==> config.mk <==
export PLATFORM = sky130hd
export DESIGN_NAME = traffic_ctrl
export DESIGN_NICKNAME = d
export VERILOG_FILES = /design/src/rtl/traffic_ctrl.sv
export SDC_FILE = /design/constraint.sdc
export NUM_CORES = 1
export LEC_CHECK = 0
export CAP_MARGIN = 10
export CELL_PAD_IN_SITES_DETAIL_PLACEMENT = 0
export CELL_PAD_IN_SITES_GLOBAL_PLACEMENT = 2
export CORE_ASPECT_RATIO = 0.5
export CORE_UTILIZATION = 28
export CTS_CLUSTER_SIZE = 16
export DETAILED_ROUTE_END_ITERATION = 10
export PLACE_DENSITY = 0.84
export REMOVE_ABC_BUFFERS = 1
export SYNTH_ARGS = -nofsm -noshare
export SYNTH_HDL_FRONTEND = slang
export SYNTH_SLANG_ARGS = --single-unit
export TNS_END_PERCENT = 1
==> constraint.sdc <==
create_clock -name clk -period 1.5 [get_ports clk]
set_input_delay 0.3 -clock clk [delete_from_list [all_inputs] [get_ports clk]]
set_output_delay 0.3 -clock clk [all_outputs]
set_load 0.01 [all_outputs]
==> src/rtl/traffic_ctrl.sv <==
// Two-road traffic-light controller paced by an upstream free-running mod-8 count.
// Lamps and walk are registered Moore outputs decoded from the next state.

module traffic_ctrl_chk (
   input logic       clk,
   input logic       rst,
   input logic [2:0] main_ryg,
   input logic [2:0] side_ryg,
   input logic       walk,
   input logic [2:0] st
);

   a_lamp_excl: assert property (@(posedge clk) disable iff (!rst)
      (main_ryg == 3'b100) || (side_ryg == 3'b100));

   a_main_onehot: assert property (@(posedge clk) disable iff (!rst) $onehot(main_ryg));

   a_side_onehot: assert property (@(posedge clk) disable iff (!rst) $onehot(side_ryg));

   a_walk_in_sg: assert property (@(posedge clk) disable iff (!rst) walk |-> (st == 3'd2));

   a_st_legal: assert property (@(posedge clk) disable iff (!rst) st <= 3'd4);

endmodule

module traffic_ctrl #(
   parameter int MG_MIN = 2,
   parameter int SG_MAX = 3
) (
   input  logic       clk,
   input  logic       rst,
   input  logic [2:0] cnt8,
   input  logic       car_sense,
   input  logic       ped_req,
   output logic [2:0] main_ryg,
   output logic [2:0] side_ryg,
   output logic       walk,
   output logic       tick,
   output logic [2:0] st
);

   typedef enum logic [2:0] {
      MG = 3'd0,
      MY = 3'd1,
      SG = 3'd2,
      SY = 3'd3,
      AR = 3'd4
   } state_e;

   localparam logic [1:0] MG_THR = 2'(MG_MIN - 1);
   localparam logic [1:0] SG_THR = 2'(SG_MAX - 1);

   state_e     state_r;
   state_e     state_nxt_s;
   logic [2:0] cnt_prev_r;
   logic [1:0] tcnt_r;
   logic       req_r;
   logic       ped_r;
   logic       walk_lat_r;
   logic       tick_s;
   logic       enter_sg_s;
   logic       leave_sg_s;
   logic       walk_lat_nxt_s;

   // {main, side} lamp pattern for a state; anything unknown shows all red
   function automatic logic [5:0] lamps(input state_e s);
      logic [5:0] l;
      case (s)
         MG:      l = 6'b001_100;
         MY:      l = 6'b010_100;
         SG:      l = 6'b100_001;
         SY:      l = 6'b100_010;
         AR:      l = 6'b100_100;
         default: l = 6'b100_100;
      endcase
      return l;
   endfunction

   // Only a genuine 7->0 wrap of the upstream count is a tick; stalls and jumps are ignored
   assign tick_s = (cnt_prev_r == 3'd7) && (cnt8 == 3'd0);
   assign tick   = tick_s;
   assign st     = state_r;

   // Next-state decode; all moves wait for a tick except recovery from an illegal encoding
   always_comb begin
      state_nxt_s = state_r;
      case (state_r)
         MG: begin
            if (tick_s && (tcnt_r >= MG_THR) && req_r) state_nxt_s = MY;
            else                                       state_nxt_s = MG;
         end
         MY: begin
            if (tick_s) state_nxt_s = SG;
            else        state_nxt_s = MY;
         end
         SG: begin
            if (tick_s && ((tcnt_r >= SG_THR) ||
                           ((tcnt_r >= 2'd1) && !car_sense && !ped_r)))
               state_nxt_s = SY;
            else
               state_nxt_s = SG;
         end
         SY: begin
            if (tick_s) state_nxt_s = AR;
            else        state_nxt_s = SY;
         end
         AR: begin
            if (tick_s) state_nxt_s = MG;
            else        state_nxt_s = AR;
         end
         default: state_nxt_s = AR;
      endcase
   end

   // Side-green entry/exit strobes and the walk value captured on entry
   always_comb begin
      enter_sg_s     = 1'b0;
      leave_sg_s     = 1'b0;
      walk_lat_nxt_s = walk_lat_r;
      if (state_nxt_s == SG && state_r != SG) begin
         enter_sg_s     = 1'b1;
         walk_lat_nxt_s = ped_r | ped_req;
      end else if (state_r == SG && state_nxt_s != SG) begin
         leave_sg_s = 1'b1;
      end else begin
         enter_sg_s = 1'b0;
      end
   end

   // State register and Moore lamp/walk registers
   always_ff @(posedge clk or negedge rst) begin
      if (!rst) begin
         state_r  <= MG;
         main_ryg <= 3'b001;
         side_ryg <= 3'b100;
         walk     <= 1'b0;
      end else begin
         state_r              <= state_nxt_s;
         {main_ryg, side_ryg} <= lamps(state_nxt_s);
         walk                 <= (state_nxt_s == SG) && walk_lat_nxt_s;
      end
   end

   // Timebase history and dwell counter (cleared on any state change, saturating at 3)
   always_ff @(posedge clk or negedge rst) begin
      if (!rst) begin
         cnt_prev_r <= 3'd0;
         tcnt_r     <= 2'd0;
      end else begin
         cnt_prev_r <= cnt8;
         if (state_nxt_s != state_r)          tcnt_r <= 2'd0;
         else if (tick_s && tcnt_r != 2'd3)   tcnt_r <= tcnt_r + 2'd1;
         else                                 tcnt_r <= tcnt_r;
      end
   end

   // Request latches; a pedestrian press arriving as SG ends is kept for the next cycle
   always_ff @(posedge clk or negedge rst) begin
      if (!rst) begin
         req_r      <= 1'b0;
         ped_r      <= 1'b0;
         walk_lat_r <= 1'b0;
      end else begin
         if (enter_sg_s)                 req_r <= 1'b0;
         else if (car_sense || ped_req)  req_r <= 1'b1;
         else                            req_r <= req_r;

         if (ped_req)         ped_r <= 1'b1;
         else if (leave_sg_s) ped_r <= 1'b0;
         else                 ped_r <= ped_r;

         walk_lat_r <= walk_lat_nxt_s;
      end
   end

   traffic_ctrl_chk u_chk (
      .clk      (clk),
      .rst      (rst),
      .main_ryg (main_ryg),
      .side_ryg (side_ryg),
      .walk     (walk),
      .st       (st)
   );

endmodule

Yosys cells after proc, flatten, opt, wreduce, memory -nomap -nowiden
Index checks and enable logic that the tools add are counted. Widths: inputs -> output; s select.

Register bits after elaboration: 18. Bits of input ports: 7. Output and inout port bits: 11. Logic and storage cells: 62.

Add/subtract/negate cells: 1. $lt $le $gt $ge: 2. Equality and inequality tests: 12. Multiplexer cells: 17. Bitwise gates (word level): 1. Reduce and logical (&&, ||, !) cells: 20.

Operators with widths (number): $pmux 6 s4 (1); $pmux 3 s5 (1); $eq 3x2->1 const B (4); $logic_and 1x1->1 (10); $mux 1 (10); $logic_not 3->1 (3); $eq 3x1->1 const B (2); $eq 3x3->1 const B (2); $mux 2 (3); $mux 3 (2); $ne 3x2->1 const B (2); $reduce_bool 2->1 (3); $ne 3x3->1 (1); $add 2x1->2 const B (1); $ge 2x1->1 const B (1); $ge 2x2->1 const B (1); $logic_not 1->1 (2); $logic_or 1x1->1 (2); $ne 2x2->1 const B (1); $or 1x1->1 (1).

Depth between registers and ports, before layout
Gate-level depths: netlist (run 1).

Word-level depth: 13. Depth in mapped cells: 7. Gate-level depth less buffers: 7.

Least setup slack after synthesis (run 1)
Ideal clock, no wire load.

Kind: reg2reg. Start: register tcnt_r[0]. End: register side_ryg[0]. Setup time: 0.122 ns. Data arrival time: 1.499 ns. Data required time: 1.378 ns. Path slack: -0.121 ns. Cell stages (with the launch flop): 8. Path buffers: 0. Period minus slack after synthesis: 1.621 ns. Cell sequence: dfrtp_1 -> inv_1 -> ha_1 -> nor4b_2 -> o21bai_2 -> a311o_1 -> inv_2 -> nor2_1.

Longest elaborated chain between the ends: 9. Elaborated cells on any way between the ends: 16. Those cells by class: order compare: 2; eq/ne: 3; mux: 4; reduce/logical: 7.

Ends and longest elaborated chain: start: declaration (RTL line 56) `logic [1:0] tcnt_r;`; start signal: assignment (RTL line 152) `else if (tick_s && tcnt_r != 2'd3) tcnt_r <= tcnt_r + 2'd1;`; start signal: assignment (RTL line 153) `else tcnt_r <= tcnt_r;`; $ge 2x1->1 (RTL line 89, 98); $logic_and 1x1->1 (2 in series) (RTL line 98) `((tcnt_r >= 2'd1) && !car_sense && !ped_r)))`; $logic_or 1x1->1 (RTL line 97) `if (tick_s && ((tcnt_r >= SG_THR) ||`; $logic_and 1x1->1 (RTL line 97); $mux 1 (RTL line 97); $pmux 3 s5 (*) (RTL line 87) `case (state_r)`; net state_nxt_s[0] (RTL line 54) `state_e state_nxt_s;`; $eq 3x2->1 (tied with other cells) (RTL line 68) `case (s)`; $pmux 6 s4 (*) (RTL line 68); end signal: assignment (RTL line 139) `{main_ryg, side_ryg} <= lamps(state_nxt_s);`; end: declaration (RTL line 36) `output logic [2:0] side_ryg,`.

Mark *: on every way through the listed nets, which the timed path passes. The rest lies on a longest branch. A chain may end at the register's enable or synchronous reset.

Worst setup path after layout (run 1)
Start: register tcnt_r[1]. End: register side_ryg[0].

Same word-level chain as after synthesis.

==> results of run 1 <==
## area by class of cell
class	instances	area [µm²]
fill	246	1420
inverter	7	26.3
clock buffer	4	55.1
timing repair buffer	38	317
sequential	18	453
multi-input combinational	45	414
tap	37	46.3
## report_power, final
part	total, mW	internal [mW]	switching, mW
registers	0.693	0.624	0.0692
clock network	0.405	0.233	0.171
logic	0.952	0.516	0.436
total	2.05	1.37	0.677
## cell usage after synthesis, drive strengths merged
cell | instances | area [µm²]
buf | 1 | 5.00
nand4b | 1 | 8.76
inv | 7 | 26.3
nor4 | 2 | 33.8
a31oi | 1 | 6.26
dfstp | 2 | 52.6
nor4b | 1 | 15.0
xnor2 | 1 | 8.76
a21oi | 3 | 26.3
mux2 | 1 | 15.0
o21bai | 1 | 11.3
or3b | 1 | 11.3
nor2 | 12 | 45.0
a311o | 1 | 10.0
and4b | 1 | 10.0
a2bb2oi | 1 | 8.76
o21ai | 4 | 20.0
ha | 3 | 37.5
dfrtp | 16 | 400
nand2 | 1 | 3.75
nor3b | 2 | 20.0
nor3 | 2 | 15.0
or2 | 2 | 15.0
mux2i | 2 | 20.0
nand2b | 1 | 6.26
o211ai | 1 | 12.5
## per-layer routing
metal | track usage [%] | wire length [µm] | vias to the layer above
met5 | 0 | 0 | -
met4 | 5.45 | 22 | 0
met3 | 4.00 | 52 | 2
met2 | 23.5 | 997 | 11
met1 | 15.5 | 817 | 342
li1 | - | - | 328
## registers in the layout, summed over array words and instances, names as in the netlist
signal / flops
req_r: 1
ped_r: 1
walk_lat_r: 1
main_ryg: 3
side_ryg: 3
tcnt_r: 2
st: 3
cnt_prev_r: 3
walk: 1
## critical path: stages (launching register included)
cell and delay [ns]:
dfrtp_1 0.36, inv_1 0.08, ha_4 0.17, nor4b_4 0.26, o21bai_2 0.10, a311o_1 0.33
inv_2 0.11, nor2_1 0.05
## path summary, 6_finish.rpt
| check | end | cells past startpoint | startpoint | slack (ns) |
|---|---|---|---|---|
| min in group asynchronous | main_ryg[2]$_DFF_PN0_ | 2 | rst | 0.38 |
| hold reg to reg | req_r$_DFFE_PN0P_ | 2 | req_r$_DFFE_PN0P_ | 0.53 |
| max in group asynchronous | main_ryg[0]$_DFF_PN1_ | 2 | rst | 0.86 |
| setup / recovery | side_ryg[0]$_DFF_PN0_ | 7 | tcnt_r[1]$_DFFE_PN0P_ | -0.07 |
| setup reg to reg | side_ryg[0]$_DFF_PN0_ | 7 | tcnt_r[1]$_DFFE_PN0P_ | -0.07 |
| hold / removal | cnt_prev_r[1]$_DFF_PN0_ | 1 | cnt8[1] | 0.29 |
## per-stage QoR
step | area [µm²] | instances | setup slack (ns) | TNS [ns] | hold WS [ns]
detailed placement | 1190 | 142 | -0.508 | -4.67 | 0.495
finish | 1310 | 149 | -0.0683 | -0.154 | 0.292
global route | 1310 | 149 | -0.175 | -0.797 | 0.301
floorplan | 840 | 70 | -0.121 | -0.534 | 0.00441
CTS | 1280 | 149 | -0.0976 | -0.284 | 0.291
global placement | 1190 | 142 | -0.474 | -4.08 | 0.478
## logic make-up after synthesis
logic type | Yosys count | share of synthesized area, %
buffers and inverters | 8 | 3.70
multiplexers | 3 | 4.15
flip-flops | 18 | 53.6
AND/OR/NAND/NOR | 26 | 21.8
XOR/XNOR | 1 | 1.04
AO/OA/AOI/OAI | 12 | 11.3
adder cells (fa/ha/maj) | 3 | 4.44
## timing repair
| item | CTS | global route |
|---|---|---|
| buffers inserted | 3 | 0 |
| gates resized for setup | 18 | 6 |
| setup endpoints to repair | 16 | 9 |
| pin swaps | 7 | 5 |
==> flow_summary.html, run 1 <==
<table>
<tr><th>Metric</th><th>Value</th></tr>
<tr><th colspan="2">Clock network</th></tr>
<tr><td>Number of buffers inserted by hold repair at cts</td><td>0</td></tr>
<tr><td>Source-to-sink clock delay at the later pin of the worst-skew pair</td><td>0.26 ns</td></tr>
<tr><td>Clock transition at path regs</td><td>0.08 ns</td></tr>
<tr><td>TritonCTS clock tree</td><td>done</td></tr>
<tr><td>Clock Tree Buf Depth</td><td>2</td></tr>
<tr><td>Clock buffers created by TritonCTS</td><td>3</td></tr>
<tr><td>Clock Sinks</td><td>18</td></tr>
<tr><td>Clk Tree Root Cell</td><td>clkbuf_8</td></tr>
<tr><td>H-tree levels</td><td>1</td></tr>
<tr><th colspan="2">Outcome</th></tr>
<tr><td>Run status</td><td>finished, violations left</td></tr>
<tr><td>Violated checks</td><td>setup timing</td></tr>
<tr><th colspan="2">Placement</th></tr>
<tr><td>Number of buffers added on ports</td><td>17</td></tr>
<tr><td>Placer's final routability congestion estimate</td><td>0.846</td></tr>
<tr><td>Dpl hpwl</td><td>1390 µm</td></tr>
<tr><th colspan="2">Finish</th></tr>
<tr><td>Most common cell after layout, fill and taps aside</td><td>buf_4</td></tr>
<tr><td>Core occupancy in the finished layout</td><td>48.0%</td></tr>
<tr><td>Diode count</td><td>0</td></tr>
<tr><td>Syn-to-layout area delta</td><td>55.3%</td></tr>
<tr><td>Commonest cells after routing, fill and taps aside</td><td>buf_4 (20), dfrtp_1 (16), nor2_1 (12)</td></tr>
<tr><td>Count of nets after finishing</td><td>123</td></tr>
<tr><td>Ratio of cells with drive above 1 in the final layout</td><td>43.8%</td></tr>
<tr><th colspan="2">Logic synthesis</th></tr>
<tr><td>Cell Area, Synth</td><td>845 µm²</td></tr>
<tr><td>Number of register bits inferred by synthesis</td><td>18</td></tr>
<tr><td>Number of standard cells after synthesis</td><td>71</td></tr>
<tr><td>Number of distinct library cell variants in the gate-level netlist after synthesis</td><td>33</td></tr>
<tr><td>Proportion of synthesized chip area in sequential cells</td><td>53.6%</td></tr>
<tr><td>Mean post-synth cell area</td><td>11.9 µm²</td></tr>
<tr><td>Synth warnings</td><td>0</td></tr>
<tr><th colspan="2">Drt</th></tr>
<tr><td>Count of TritonRoute iterations in the first routing pass</td><td>4</td></tr>
<tr><td>Initial drt markers</td><td>23</td></tr>
<tr><td>Routed vias/inst</td><td>4.58</td></tr>
<tr><td>Number of design rule violations left after detail routing</td><td>0</td></tr>
<tr><td>Via count</td><td>683</td></tr>
<tr><td>Routed Wire Length</td><td>1890 µm</td></tr>
<tr><td>Average wire length per cell after detail routing</td><td>12.7 µm</td></tr>
<tr><td>Count of antenna-violating nets left after detailed routing</td><td>0</td></tr>
<tr><th colspan="2">Timing</th></tr>
<tr><td>Final hold viol count</td><td>0</td></tr>
<tr><td>Pins over their slew limit</td><td>0</td></tr>
<tr><td>Number of failing setup endpoints in the final timing report</td><td>3</td></tr>
<tr><td>Final worst setup slack</td><td>-0.0683 ns</td></tr>
<tr><td>Unrepaired setup endpoints after global routing</td><td>true</td></tr>
<tr><td>Final min period</td><td>1.57 ns</td></tr>
<tr><td>Worst Max-Slew Pin Slew</td><td>0.305 ns</td></tr>
<tr><td>Worst slew margin</td><td>79.5%</td></tr>
<tr><td>Max Clk Rate</td><td>0.638 GHz</td></tr>
<tr><td>Clk_skew</td><td>0.0101 ns</td></tr>
<tr><td>Period utilisation layout</td><td>105%</td></tr>
<tr><th colspan="2">Critical path</th></tr>
<tr><td>Startpoint type of the worst setup path</td><td>flip-flop</td></tr>
<tr><td>Type of destination of the critical path</td><td>flip-flop</td></tr>
<tr><td>Largest driver fanout on the critical path</td><td>4</td></tr>
<tr><td>Required time at the worst-slack endpoint</td><td>1.64 ns</td></tr>
<tr><td>Start-to-end type of the worst setup path</td><td>reg2reg</td></tr>
<tr><td>Data arrival time of the critical path</td><td>1.71 ns</td></tr>
<tr><th colspan="2">Floorplanning</th></tr>
<tr><td>Width of the die</td><td>79.7 µm</td></tr>
<tr><td>Total number of placement rows</td><td>13</td></tr>
<tr><td>Die Footprint</td><td>3250 µm²</td></tr>
<tr><td>Y dimension of the die</td><td>40.8 µm</td></tr>
<tr><td>I/O pins</td><td>18</td></tr>
<tr><td>Area of the core</td><td>2730 µm²</td></tr>
<tr><td>Initial core utilization</td><td>30.9%</td></tr>
<tr><th colspan="2">Pwr</th></tr>
<tr><td>Lkg Pwr</td><td>0.587 nW</td></tr>
<tr><td>Final Power</td><td>2.05 mW</td></tr>
<tr><td>Worst voltage drop across the vdd grid</td><td>0.648 mV</td></tr>
<tr><td>Power density over the cells</td><td>1560 nW/µm²</td></tr>
<tr><th colspan="2">GRT</th></tr>
<tr><td>First-pass GRT wire length</td><td>2970 µm</td></tr>
<tr><td>Total track usage</td><td>13.1%</td></tr>
<tr><td>Pin count of the biggest net entering global routing</td><td>19</td></tr>
<tr><td>Remaining global-route overflow</td><td>0</td></tr>
<tr><td>Number of global-route vias before repair</td><td>662</td></tr>
<tr><td>Number of antenna violations at the first check in global routing</td><td>0</td></tr>
<tr><th colspan="2">Job</th></tr>
<tr><td>Count of maximum capacitance violations</td><td>0</td></tr>
<tr><th colspan="2">Min path</th></tr>
<tr><td>Classification of the worst-slack hold path</td><td>in2reg</td></tr>
</table>
(Power assumes the default switching activity.)
==> run 2: changes to the inputs <==
--- a/config.mk
+++ b/config.mk
@@ -9,10 +9,11 @@
 export CELL_PAD_IN_SITES_DETAIL_PLACEMENT = 0
 export CELL_PAD_IN_SITES_GLOBAL_PLACEMENT = 2
 export CORE_ASPECT_RATIO = 0.5
+export CORE_MARGIN = 2
 export CORE_UTILIZATION = 28
 export CTS_CLUSTER_SIZE = 16
 export DETAILED_ROUTE_END_ITERATION = 10
-export PLACE_DENSITY = 0.84
+export PLACE_DENSITY_LB_ADDON = 0.1
 export REMOVE_ABC_BUFFERS = 1
 export SYNTH_ARGS = -nofsm -noshare
 export SYNTH_HDL_FRONTEND = slang
==> run 2 against run 1 <==
Net effect: critical path type unchanged; non-clock buffer count shrank 3; the flow still finishes with violations (setup timing); sequential share of layout area grew 0.84 points; die area grew 7.5%; sequential power grew 2%; via count shrank 5.6%; combinational power shrank 2.9%; total power shrank 1.1%; setup slack gained 0.019 ns; clock skew shrank 0.0027 ns; global-route usage grew 0.69 points; maximum frequency grew 1.2%; flip-flop and latch count is the same.
==> flow_summary.html, run 2 (synthesized netlist as in run 1, its figures left out) <==
<table>
<tr><th>Metric</th><th>Value</th></tr>
<tr><th colspan="2">Timing</th></tr>
<tr><td>Max Clk Rate</td><td>0.646 GHz</td></tr>
<tr><td>Final worst setup slack</td><td>-0.0491 ns</td></tr>
<tr><td>Number of failing setup endpoints in the final timing report</td><td>5</td></tr>
<tr><td>Worst slew margin</td><td>80.0%</td></tr>
<tr><td>Unrepaired setup endpoints after global routing</td><td>true</td></tr>
<tr><td>Clk_skew</td><td>0.00732 ns</td></tr>
<tr><td>Pins over their slew limit</td><td>0</td></tr>
<tr><td>Final sum of negative setup slack</td><td>-0.157 ns</td></tr>
<tr><td>Final hold viol count</td><td>0</td></tr>
<tr><td>Final min period</td><td>1.55 ns</td></tr>
<tr><td>Worst Max-Slew Pin Slew</td><td>0.297 ns</td></tr>
<tr><td>Period utilisation layout</td><td>103%</td></tr>
<tr><th colspan="2">GRT</th></tr>
<tr><td>Remaining global-route overflow</td><td>0</td></tr>
<tr><td>Pin count of the biggest net entering global routing</td><td>19</td></tr>
<tr><td>Number of antenna violations at the first check in global routing</td><td>0</td></tr>
<tr><td>Total track usage</td><td>13.8%</td></tr>
<tr><td>Number of global-route vias before repair</td><td>689</td></tr>
<tr><td>First-pass GRT wire length</td><td>3530 µm</td></tr>
<tr><th colspan="2">Clock network</th></tr>
<tr><td>Clk Tree Root Cell</td><td>clkbuf_8</td></tr>
<tr><td>Post-CTS Repair Setup Buffers</td><td>0</td></tr>
<tr><td>Source-to-sink clock delay at the later pin of the worst-skew pair</td><td>0.26 ns</td></tr>
<tr><td>TritonCTS clock tree</td><td>done</td></tr>
<tr><td>H-tree levels</td><td>1</td></tr>
<tr><td>Clock Tree Buf Depth</td><td>2</td></tr>
<tr><td>Clock transition at path regs</td><td>0.07 ns</td></tr>
<tr><td>Clock buffers created by TritonCTS</td><td>3</td></tr>
<tr><td>Clock Sinks</td><td>18</td></tr>
<tr><th colspan="2">Floorplanning</th></tr>
<tr><td>I/O pins</td><td>18</td></tr>
<tr><td>Initial core utilization</td><td>28.7%</td></tr>
<tr><td>Die Footprint</td><td>3500 µm²</td></tr>
<tr><td>Area of the core</td><td>2940 µm²</td></tr>
<tr><td>Width of the die</td><td>81.7 µm</td></tr>
<tr><td>Y dimension of the die</td><td>42.8 µm</td></tr>
<tr><td>Total number of placement rows</td><td>14</td></tr>
<tr><th colspan="2">Critical path</th></tr>
<tr><td>Cell with the most instances on the worst path</td><td>inv_2</td></tr>
<tr><td>Critical path startpoint</td><td>cnt_prev_r[0]$_DFF_PN0_</td></tr>
<tr><td>Source of the worst register-to-register timing path</td><td>cnt_prev_r[0]$_DFF_PN0_</td></tr>
<tr><td>Type of destination of the critical path</td><td>flip-flop</td></tr>
<tr><td>Destination of the worst register-to-register timing path</td><td>side_ryg[0]$_DFF_PN0_</td></tr>
<tr><td>Required time at the worst-slack endpoint</td><td>1.64 ns</td></tr>
<tr><td>Start-to-end type of the worst setup path</td><td>reg2reg</td></tr>
<tr><td>Flop-to-flop setup slack</td><td>-0.05 ns</td></tr>
<tr><td>Largest stage delay, worst path</td><td>0.38 ns</td></tr>
<tr><td>Largest driver fanout on the critical path</td><td>4</td></tr>
<tr><td>Startpoint type of the worst setup path</td><td>flip-flop</td></tr>
<tr><td>FF-to-FF path depth</td><td>7</td></tr>
<tr><td>Cell with the biggest individual delay on the critical path</td><td>dfrtp_1</td></tr>
<tr><td>Data arrival time of the critical path</td><td>1.69 ns</td></tr>
<tr><td>Crit-path cells</td><td>and4b_1 -&gt; nand2_1 -&gt; inv_2 -&gt; buf_4 -&gt; a311o_1 -&gt; inv_2 -&gt; nor2_1</td></tr>
<tr><th colspan="2">Drt</th></tr>
<tr><td>Routed Wire Length</td><td>2060 µm</td></tr>
<tr><td>Count of TritonRoute iterations in the first routing pass</td><td>3</td></tr>
<tr><td>Routed vias/inst</td><td>4.33</td></tr>
<tr><td>Number of design rule violations left after detail routing</td><td>0</td></tr>
<tr><td>Count of antenna-violating nets left after detailed routing</td><td>0</td></tr>
<tr><td>Average wire length per cell after detail routing</td><td>13.8 µm</td></tr>
<tr><td>Via count</td><td>645</td></tr>
<tr><td>Initial drt markers</td><td>10</td></tr>
<tr><th colspan="2">Min path</th></tr>
<tr><td>Classification of the worst-slack hold path</td><td>in2reg</td></tr>
<tr><td>Hold Path Stages</td><td>1</td></tr>
<tr><td>Startpoint of the worst hold path</td><td>cnt8[1]</td></tr>
<tr><td>End of the worst hold path</td><td>cnt_prev_r[1]$_DFF_PN0_</td></tr>
<tr><th colspan="2">Placement</th></tr>
<tr><td>Number of buffers added on ports</td><td>17</td></tr>
<tr><td>Placer's final routability congestion estimate</td><td>0.817</td></tr>
<tr><td>Dpl hpwl</td><td>1540 µm</td></tr>
<tr><td>Number of placed instances with taps included</td><td>145</td></tr>
<tr><th colspan="2">Pwr</th></tr>
<tr><td>Power density over the cells</td><td>1580 nW/µm²</td></tr>
<tr><td>Lkg Pwr</td><td>0.564 nW</td></tr>
<tr><td>Worst voltage drop across the vdd grid</td><td>0.668 mV</td></tr>
<tr><th colspan="2">Outcome</th></tr>
<tr><td>Violated checks</td><td>setup timing</td></tr>
<tr><td>Run status</td><td>finished, violations left</td></tr>
<tr><th colspan="2">Job</th></tr>
<tr><td>Count of maximum capacitance violations</td><td>0</td></tr>
<tr><th colspan="2">Finish</th></tr>
<tr><td>Diode count</td><td>0</td></tr>
<tr><td>Commonest cells after routing, fill and taps aside</td><td>buf_4 (20), dfrtp_1 (15), nor2_1 (11)</td></tr>
<tr><td>Final Non-Filler Cells</td><td>149</td></tr>
<tr><td>Fill cell instance count of the final layout</td><td>297</td></tr>
<tr><td>Syn-to-layout area delta</td><td>52.0%</td></tr>
<tr><td>Most common cell after layout, fill and taps aside</td><td>buf_4</td></tr>
<tr><td>Count of nets after finishing</td><td>120</td></tr>
<tr><td>Ratio of cells with drive above 1 in the final layout</td><td>44.0%</td></tr>
</table>
==> run 2: timing repair <==
item                       CTS  global route
pin swaps                    2             3
setup endpoints to repair   16            11
gates resized for setup     17             4
hold buffers                 0             0
==> run 2: report_power, final <==
part / internal, mW / total [mW] / switching (mW)
Combinational: 0.498 / 0.924 / 0.425
Clock: 0.233 / 0.399 / 0.165
Sequential: 0.626 / 0.705 / 0.0784
==> run 2: metrics by stage <==
step                utilization, %  setup slack, ns  total power [mW]  area, µm²  hold WS, ns
CTS                           43.3          -0.0722              2.05       1270        0.297
detailed placement            40.6           -0.540              1.59       1190        0.491
global route                  43.6           -0.124              2.21       1280        0.310
floorplan                        -           -0.121              1.10        840      0.00441
global placement              40.6           -0.536              1.57       1190        0.484
finish                        43.6          -0.0491              2.03       1280        0.308
==> run 2: layout make-up <==
| class | count | area [µm²] | share of cell area (%) |
|---|---|---|---|
| Tap cell | 40 | 50.0 | 3.90 |
| Multi-Input combinational cell | 45 | 404 | 31.5 |
| Clock buffer | 4 | 55.1 | 4.29 |
| Sequential cell | 18 | 454 | 35.4 |
| Timing Repair Buffer | 35 | 294 | 22.9 |
| Inverter | 7 | 26.3 | 2.05 |
==> run 2: worst max-delay path, delay by kind of cell (launching register included) <==
kind            cells  cell delay (ns)
buf+inv             3             0.28
compound gates      1             0.37
flops               1             0.38
simple gates        3             0.40
==> run 2: metal layers <==
layer  routed length [µm]  global-route usage [%]  up-vias
met5                    0                       0        -
met4                    7                    3.00        0
met3                   92                    5.11        2
met2                  912                    19.3       13
met1                 1050                    20.2      312
li1                     -                       -      318
==> run 2: how the worst max path moves through the flow <==
stage | cells after the start | slack, ns | to
2_1_floorplan | 7 | -0.12 | side_ryg[0]$_DFF_PN0_
3_3_place_gp | 5 | -0.54 | tick
3_5_place_dp | 5 | -0.54 | tick
4_1_cts | 7 | -0.07 | side_ryg[0]$_DFF_PN0_
5_1_grt | 7 | -0.12 | side_ryg[0]$_DFF_PN0_
6_report | 7 | -0.05 | side_ryg[0]$_DFF_PN0_
